`config.mk`:
```
export PLATFORM = sky130hd
export DESIGN_NAME = layer_input_sequencer_flat
export DESIGN_NICKNAME = d
export VERILOG_FILES = /design/src/rtl/layer_input_sequencer_if.sv /design/src/rtl/layer_input_sequencer.sv /design/src/flat_wrapper.sv
export SDC_FILE = /design/constraint.sdc
export NUM_CORES = 1
export LEC_CHECK = 0
export CORE_MARGIN = 1
export CORE_UTILIZATION = 37
export CTS_BUF_LIST = sky130_fd_sc_hd__clkbuf_16
export DETAILED_ROUTE_END_ITERATION = 8
export HOLD_SLACK_MARGIN = 0.02
export PLACE_DENSITY = 0.8
export SLEW_MARGIN = 20
export SYNTH_ARGS = -nofsm -noshare
export SYNTH_HDL_FRONTEND = slang
export SYNTH_SLANG_ARGS = --single-unit
```
`constraint.sdc`:
```
create_clock -name i_clk -period 3.3 [get_ports i_clk]
set_clock_uncertainty 0.15 [all_clocks]
set_input_delay 0.99 -clock i_clk [delete_from_list [all_inputs] [get_ports i_clk]]
set_output_delay 0.99 -clock i_clk [all_outputs]
set_load 0.02 [all_outputs]
```
`src/rtl/layer_input_sequencer_if.sv`:
```
// Pixel-source handshake bundle between the layer input sequencer and its environment:
// the frame request, the feature-map buffer read port and the outgoing pixel stream.
interface layer_input_sequencer_if #(
  parameter int DATA_W = 16,
  parameter int ADDR_W = 10
);
  logic              start;
  logic              hold;
  logic [DATA_W-1:0] rd_data;
  logic              rd_en;
  logic [ADDR_W-1:0] rd_addr;
  logic              valid_out;
  logic [DATA_W-1:0] data_out;
  logic [31:0]       row;
  logic [31:0]       col;
  logic              busy;
  logic              done;

  modport master (
    output start, hold, rd_data,
    input  rd_en, rd_addr, valid_out, data_out, row, col, busy, done
  );

  modport slave (
    input  start, hold, rd_data,
    output rd_en, rd_addr, valid_out, data_out, row, col, busy, done
  );
endinterface

```
`src/rtl/layer_input_sequencer.sv`:
```
// Raster-order frame source for one conv layer: reads a WIDTH x WIDTH map from a
// synchronous-read buffer, inserting GAP idle cycles between rows for border injection.
//
// state   | meaning
// --------+------------------------------------------------------------
// S_IDLE  | waiting for start; counters cleared on accept
// S_ROW   | issuing one buffer read per cycle unless held
// S_GAP   | inter-row idle, GAP cycles, frozen by hold
// S_FLUSH | final read returning, valid_out high for the last pixel
// S_DONE  | done pulse; start ignored
module layer_input_sequencer #(
  parameter int WIDTH  = 5,
  parameter int DATA_W = 16,
  parameter int ADDR_W = 10,
  parameter int GAP    = 2
) (
  input  logic                    i_clk,
  input  logic                    i_rst,
  layer_input_sequencer_if.slave  bus
);
  localparam int CW = (WIDTH > 1) ? $clog2(WIDTH) : 1;
  localparam int GW = (GAP > 1) ? $clog2(GAP) : 1;
  localparam logic [GW-1:0] GAP_LAST = (GAP > 0) ? GW'(GAP - 1) : '0;
  localparam logic [CW-1:0] LAST_IDX = CW'(WIDTH - 1);

  typedef enum logic [2:0] {S_IDLE, S_ROW, S_GAP, S_FLUSH, S_DONE} state_t;

  state_t            r_state;
  logic [ADDR_W-1:0] r_addr;
  logic [CW-1:0]     r_rd_row;
  logic [CW-1:0]     r_rd_col;
  logic [GW-1:0]     r_gap_cnt;
  logic [CW-1:0]     r_row_out;
  logic [CW-1:0]     r_col_out;
  logic              r_valid;
  logic              r_busy;
  logic              r_done;

  logic w_issue;
  logic w_last_col;
  logic w_last_row;

  // hold must suppress the read in the very cycle it is asserted, so the enable is gated here
  assign w_issue    = (r_state == S_ROW) && !bus.hold;
  assign w_last_col = (r_rd_col == LAST_IDX);
  assign w_last_row = (r_rd_row == LAST_IDX);

  always_ff @(posedge i_clk) begin
    if (!i_rst) begin
      r_state   <= S_IDLE;
      r_addr    <= '0;
      r_rd_row  <= '0;
      r_rd_col  <= '0;
      r_gap_cnt <= '0;
      r_row_out <= '0;
      r_col_out <= '0;
      r_valid   <= 1'b0;
      r_busy    <= 1'b0;
      r_done    <= 1'b0;
    end else begin
      r_valid <= w_issue;
      r_done  <= 1'b0;
      if (w_issue) begin
        r_row_out <= r_rd_row;
        r_col_out <= r_rd_col;
      end
      case (r_state)
        S_IDLE: begin
          if (bus.start) begin
            r_state  <= S_ROW;
            r_addr   <= '0;
            r_rd_row <= '0;
            r_rd_col <= '0;
            r_busy   <= 1'b1;
          end
        end
        S_ROW: begin
          if (!bus.hold) begin
            r_addr <= r_addr + ADDR_W'(1);
            if (w_last_col) begin
              r_rd_col <= '0;
              r_rd_row <= r_rd_row + CW'(1);
              if (w_last_row) begin
                r_state <= S_FLUSH;
              end else if (GAP > 0) begin
                r_state   <= S_GAP;
                r_gap_cnt <= GAP_LAST;
              end
            end else begin
              r_rd_col <= r_rd_col + CW'(1);
            end
          end
        end
        S_GAP: begin
          if (!bus.hold) begin
            if (r_gap_cnt == '0) r_state <= S_ROW;
            else r_gap_cnt <= r_gap_cnt - GW'(1);
          end
        end
        S_FLUSH: begin
          r_state <= S_DONE;
          r_done  <= 1'b1;
        end
        S_DONE: begin
          r_state <= S_IDLE;
          r_busy  <= 1'b0;
        end
        default: r_state <= S_IDLE;
      endcase
    end
  end

  assign bus.rd_en     = w_issue;
  assign bus.rd_addr   = r_addr;
  assign bus.valid_out = r_valid;
  assign bus.data_out  = bus.rd_data;
  assign bus.row       = 32'(r_row_out);
  assign bus.col       = 32'(r_col_out);
  assign bus.busy      = r_busy;
  assign bus.done      = r_done;
endmodule

```
`src/flat_wrapper.sv`:
```
// flat-port wrapper written by rule: the top's interface ports become plain ports
module layer_input_sequencer_flat 
#(
  parameter int WIDTH  = 5,
  parameter int DATA_W = 16,
  parameter int ADDR_W = 10,
  parameter int GAP    = 2
)
  (i_clk, i_rst, bus_start, bus_hold, bus_rd_data, bus_rd_en, bus_rd_addr, bus_valid_out, bus_data_out, bus_row, bus_col, bus_busy, bus_done);
  layer_input_sequencer_if #(.DATA_W(DATA_W), .ADDR_W(ADDR_W)) bus_i ();
  input  logic i_clk;
  input  logic i_rst;
  input wire logic [$bits(bus_i.start)-1:0] bus_start;
  input wire logic [$bits(bus_i.hold)-1:0] bus_hold;
  input wire logic [$bits(bus_i.rd_data)-1:0] bus_rd_data;
  output wire logic [$bits(bus_i.rd_en)-1:0] bus_rd_en;
  output wire logic [$bits(bus_i.rd_addr)-1:0] bus_rd_addr;
  output wire logic [$bits(bus_i.valid_out)-1:0] bus_valid_out;
  output wire logic [$bits(bus_i.data_out)-1:0] bus_data_out;
  output wire logic [$bits(bus_i.row)-1:0] bus_row;
  output wire logic [$bits(bus_i.col)-1:0] bus_col;
  output wire logic [$bits(bus_i.busy)-1:0] bus_busy;
  output wire logic [$bits(bus_i.done)-1:0] bus_done;
  assign bus_i.start = bus_start;
  assign bus_i.hold = bus_hold;
  assign bus_i.rd_data = bus_rd_data;
  assign bus_rd_en = bus_i.rd_en;
  assign bus_rd_addr = bus_i.rd_addr;
  assign bus_valid_out = bus_i.valid_out;
  assign bus_data_out = bus_i.data_out;
  assign bus_row = bus_i.row;
  assign bus_col = bus_i.col;
  assign bus_busy = bus_i.busy;
  assign bus_done = bus_i.done;
  layer_input_sequencer #(.WIDTH(WIDTH), .DATA_W(DATA_W), .ADDR_W(ADDR_W), .GAP(GAP)) u_core (.i_clk(i_clk), .i_rst(i_rst), .bus(bus_i));
endmodule
```
==> run metrics <==
Worst Slack Setup Final 296 ps; TritonCTS clock tree built; Max Cap Viol 0; Mapped Cells 228; DRC 0; Overall Global Routing Usage 0.119; r2r setup slk 1360 ps; Die W 72.7 um; Hold Path Cell Cnt 2; GR Overflow Total 0; fraction of layout cells with a size suffix above 1 0.0747; P&R area growth vs syn 6.64%; number of synthesized flops with an enable pin 0; Cell Chain, Critical Path dlymetal6s2s_1 > or4b_4 > inv_4 > buf_6; CTS Buffer Depth 2; synth cell count leaders buf_4, dfxtp_1, a21oi_1; power per cell area 474 nW/um^2; Ports 114; critical path's largest stage delay 550 ps; worst vdd ir 205 uV; async set or reset register ratio after synthesis 0; r2r endpoint u_core.bus.rd_addr[6]; reg2reg start u_core.bus.rd_addr[0]; Final TNS setup 0 ps; PortBufs 23; Syn Area/Cell 8.10 um^2; mapped cell area 1850 um^2; final setup fails 0; Initial DRC Count 54; clk_lat worst skew 270 ps; root buf cell clkbuf_16; pin count of the biggest net entering global routing 19; top-area cell type share of the netlist area 0.314; wirelength, routed 3.00 mm; Synth Register Bits 29; register area share after synthesis 0.314; worst min path class register to register; run status finished, final reports clean; vias 1323; Cell variety after synth 35; Slowest cell on crit path or4b_4; WL per Instance approximately 9.7 um; CTS buffer count 5; Pwr Total between 900 and 1000 uW; r2r worst-path depth 5; count leader, synth buf_4; crit end category output pin; Place WS -607 ps; Clock transition at path regs around 40 ps; Starting Density 0.388; Crit path max-delay family simple AND/OR/NAND/NOR gates; Via-to-Cell Ratio 4.30; yosys warns 0; core area 4750 um^2; CP Max Fanout 2; fin. max-slew vios 0; antenna violations before repair 0; data required time of the worst path between 2000 and 2500 ps; hpwl dp 2.20 mm; RD Place Congestion 0.828; drt first pass iters 4; Final Hold Vio Count 0; crit path DAT 1860 ps; startpoint types primary input; unrepaired setup endpoints after global routing no; min Tclk post-route 3000 ps; die area 5280 um^2; WP buf/inv 3; first-pass GRT wire length 4.71 mm; hold_buf cts 0; htree depth 2; vias in the first global route ~1100; crit share post-route 0.910; dominant synthesized flop cell dfxtp_1; nets@finish 266; Fmax achieved 0.333 GHz; min-delay src u_core.r_col_out[2]; Antenna Nets Post-Route 0; post-synth top area cell dfxtp_1; Num Clock Sinks 29; cell row count 25; diode count 0; Fillers 496; LEAKAGE between 0.0007 and 0.0008 uW; Post CTS Setup Buffer Count 0; synth top area cells dfxtp_1, buf_4, a21oi_1, ha_1, nand2_1; Min-Delay Endpoint u_core.r_col_out[2]; Crit Path Category primary input to output pin; chip height about 73 um
-- cells in the final DEF (no fill, tap or decap), drive strengths merged, types with 2 or more instances in the layout --
cell	synthesis	routed
a22oi	2	2
inv	8	9
ha	5	5
dfxtp	29	29
or2	3	3
or4b	2	2
a211oi	5	5
conb	1	58
nand3	5	5
clkinv	1	2
and2	2	2
a21oi	21	21
or3	8	8
o21ai	9	9
clkdlybuf4s50	0	21
buf	77	7
nor2	12	12
clkbuf	3	5
nor3	4	4
nand2	16	16
nand4	4	4
-- report_power, final --
group	leakage [uW]	total, uW	switching [uW]	internal, uW
combinational	0.000491	158	116	41.9
sequential	0.000235	371	9.66	361
clock	0.0000685	405	137	267
-- how the worst max path moves through the flow --
stage,cells past startpoint,slack [ps],to,startpoint
after global placement,4,-610,bus_rd_en,bus_hold
after floorplan,3,240,bus_rd_en,bus_hold
after global routing,4,280,bus_rd_en,bus_hold
after detailed placement,4,-610,bus_rd_en,bus_hold
after CTS,4,30,bus_rd_en,bus_hold
final,4,300,bus_rd_en,bus_hold
-- repair_timing --
item	4_1_cts	5_1_grt
hold endpoints to repair	0	0
resized for setup	7	3
pin swaps	0	1
setup endpoints to repair	1	1
-- through the flow --
stage	hold slack [ps]	area, um^2	utilization	cells
finish	304	1970	0.414	308
CTS	305	1960	0.412	308
global route	323	1970	0.414	308
detailed placement	299	1830	0.384	301
global placement	296	1830	0.384	301
floorplan	293	2060	-	285
-- kinds of logic after synthesis --
family / synth area share
multiplexers: 0.00542
flip-flops: 0.314
other: 0.00203
AND/OR/NAND/NOR: 0.173
adder cells (fa/ha/maj): 0.0339
buffers and inverters: 0.339
XOR/XNOR: 0.00474
AO/OA/AOI/OAI: 0.127
-- routing by layer --
layer,share of wire,global-route usage
met4,0.017,0.0545
met3,0.074,0.0525
met1,0.45,0.137
met2,0.46,0.188
met5,0,0
-- worst register-to-register path: stages (launching register included) --
cell and delay (ps):
dfxtp_1 410, ha_1 220, nand3_1 110, or4b_4 520
or3_1 320, a21oi_1 130
-- area by class of cell --
cell class                 count  area (um^2)  share of cell area
sequential                    29          581               0.295
clock inverter                 2         7.51             0.00381
tap                           67         83.8              0.0426
timing repair buffer          29          279               0.142
inverter                       9         36.3              0.0184
clock buffer                   5          125              0.0635
multi-input combinational    167          857               0.435
-- flip-flops by register name, summed over array words and instances, names as in the netlist --
signal                count
u_core.r_rd_col           3
u_core.bus.done           1
u_core.r_col_out          3
u_core.bus.valid_out      1
u_core.r_gap_cnt          1
u_core.bus.busy           1
u_core.r_row_out          3
u_core.bus.rd_addr       10
u_core.r_rd_row           3
u_core.r_state            3
Note: power is estimated with default switching activity, not from simulation.
==> RTL edit (same settings) <==
Make the reset (`i_rst`) asynchronous in one clocked block.
--- a/src/rtl/layer_input_sequencer.sv
+++ b/src/rtl/layer_input_sequencer.sv
@@ -45,7 +45,7 @@
   assign w_last_col = (r_rd_col == LAST_IDX);
   assign w_last_row = (r_rd_row == LAST_IDX);
 
-  always_ff @(posedge i_clk) begin
+  always_ff @(posedge i_clk or negedge i_rst) begin
     if (!i_rst) begin
       r_state   <= S_IDLE;
       r_addr    <= '0;
Formal check against the unedited RTL: differs if i_rst is asserted again (counterexample within 4 cycles, from zero or initial values and one cycle with i_rst low); with i_rst held inactive, the same outputs for 10 cycles.
==> RTL edit against the unedited design <==
- sequential cell count unchanged
- global-route usage increased by 1.7 points
- critical path type unchanged
- synthesized area increased by 5.4%
- cell area increased by 4.4%
- setup slack got worse by 170 ps
- routed wire length increased by 11%
Power is not compared: it rests on default switching activity, and its combinational part moved more than twofold at a synthesized area within 25%.
==> RTL edit: results (changes against the unedited design) <==
metric,value,unit,change
# resized after CTS,1,,-6
Post-Synth Adder-Cell Area,3.22,%,-0.17 points
placed insts,293,,-2.7%
Crit path arrival time,2040,ps,+180 ps
multi-input gates,160,,-4.2%
status,"complete, no violations",,
crit path to,bus_rd_en,,
Seq group,0.519,mW,
first-pass GRT wire length,5440,um,+16%
pre-CTS setup slack,-151,ps,+457 ps
gpl congestion,0.798,,-3.6%
clk slew on worst S/H paths,50,ps,
H-tree levels,2,,unchanged
final worst setup slack,123,ps,-173 ps
sequential area share after synthesis,37.3,%,+5.9 points
Worst-Margin Slew,947,ps,
clock latency on the worst-skew pair,270,ps,about the same
"top cells by area, synth","dfrtp_1 37%, buf_4 29%, o21ai_0 4.6%, nand2_1 4.2%, ha_1 3.2%",,
initial drt markers,79,,+46%
DRC viols,0,,unchanged
nets@finish,255,,-4.1%
HPWL Detailed,2330,um,+6.2%
routed len/inst,11.1,um,+13%
Mean Syn Cell Area,8.84,um2,+9.2%
Vias/cell,4.39,,+2.1%
Via Count,1320,,-0.23%
area post-placement,1920,um2,+5.1%
Non-clock buffer share,12.6,%,-1.6 points
FF-to-FF End,u_core.bus.rd_addr[7],,
fraction of area in registers,35.3,%,+5.8 points
tap cells,70,,+4.5%
worst reg-to-reg path cell count,4,,-1
Repair and plain buffers,27,,-6.9%
Post-synth top cells,"74 x buf_4, 29 x dfrtp_1, 22 x nand2_1, 18 x o21ai_0, 7 x nor2_1",,
ys async rst share,100,%,+100 points
fin area,2060,um2,+4.4%
largest net degree at the start of global routing,30,,+11
Logic inverters,7,,-2
maximum vdd drop,0.000422,V,
layout cells sized above 1,6.49,%,-0.98 points
vias in the first global route,1149,,+8.4%
xor/xnor share of the synthesized area,0,%,-0.47 points
FF-to-FF Start,u_core.r_state[1],,
fillers,540,,+8.9%
Netlist cell types,38,,+8.6%
multiplexer area fraction after synthesis,0,%,-0.54 points
multi-input gate share of total cell area,39.9,%,-3.7 points
clk tree area frac,6.70,%,-0.039 points
I/O Buffers,23,,unchanged
Worst Hold Class,flip-flop to flip-flop,,
GRT Overall Usage,13.5,%,+1.7 points
drt first pass iters,6,,+2
Synth Area in Compound Gates,13.6,%,+0.90 points
top_reg_cell synth,dfrtp_1,,
## RTL edit: worst min-delay path by stage
stage	startpoint	to	slack (ps)	cells past startpoint
global placement	u_core.r_row_out[2]	u_core.r_row_out[2]	310	2
floorplan	u_core.r_rd_col[0]	u_core.r_rd_col[0]	320	1
detailed placement	u_core.r_row_out[2]	u_core.r_row_out[2]	310	2
finish	u_core.r_row_out[2]	u_core.r_row_out[2]	320	2
CTS	u_core.r_row_out[2]	u_core.r_row_out[2]	330	2
global route	u_core.r_row_out[2]	u_core.r_row_out[2]	350	2
## RTL edit: per-layer routing
layer | routed length (um) | GRT usage, % | share of wire (%) | up-vias
met5 | 0 | 0 | 0 | -
met4 | 64 | 7.13 | 1.9 | 0
met3 | 233 | 5.83 | 7.0 | 7
met2 | 1570 | 20.8 | 47 | 57
met1 | 1470 | 16.0 | 44 | 632
li1 | - | - | - | 624
## RTL edit: worst max-delay path, cell delays in order
cell and delay (ps):
clkdlybuf4s50_1 420, inv_1 100, nand3_2 90, inv_2 100, dlygate4sd2_1 340
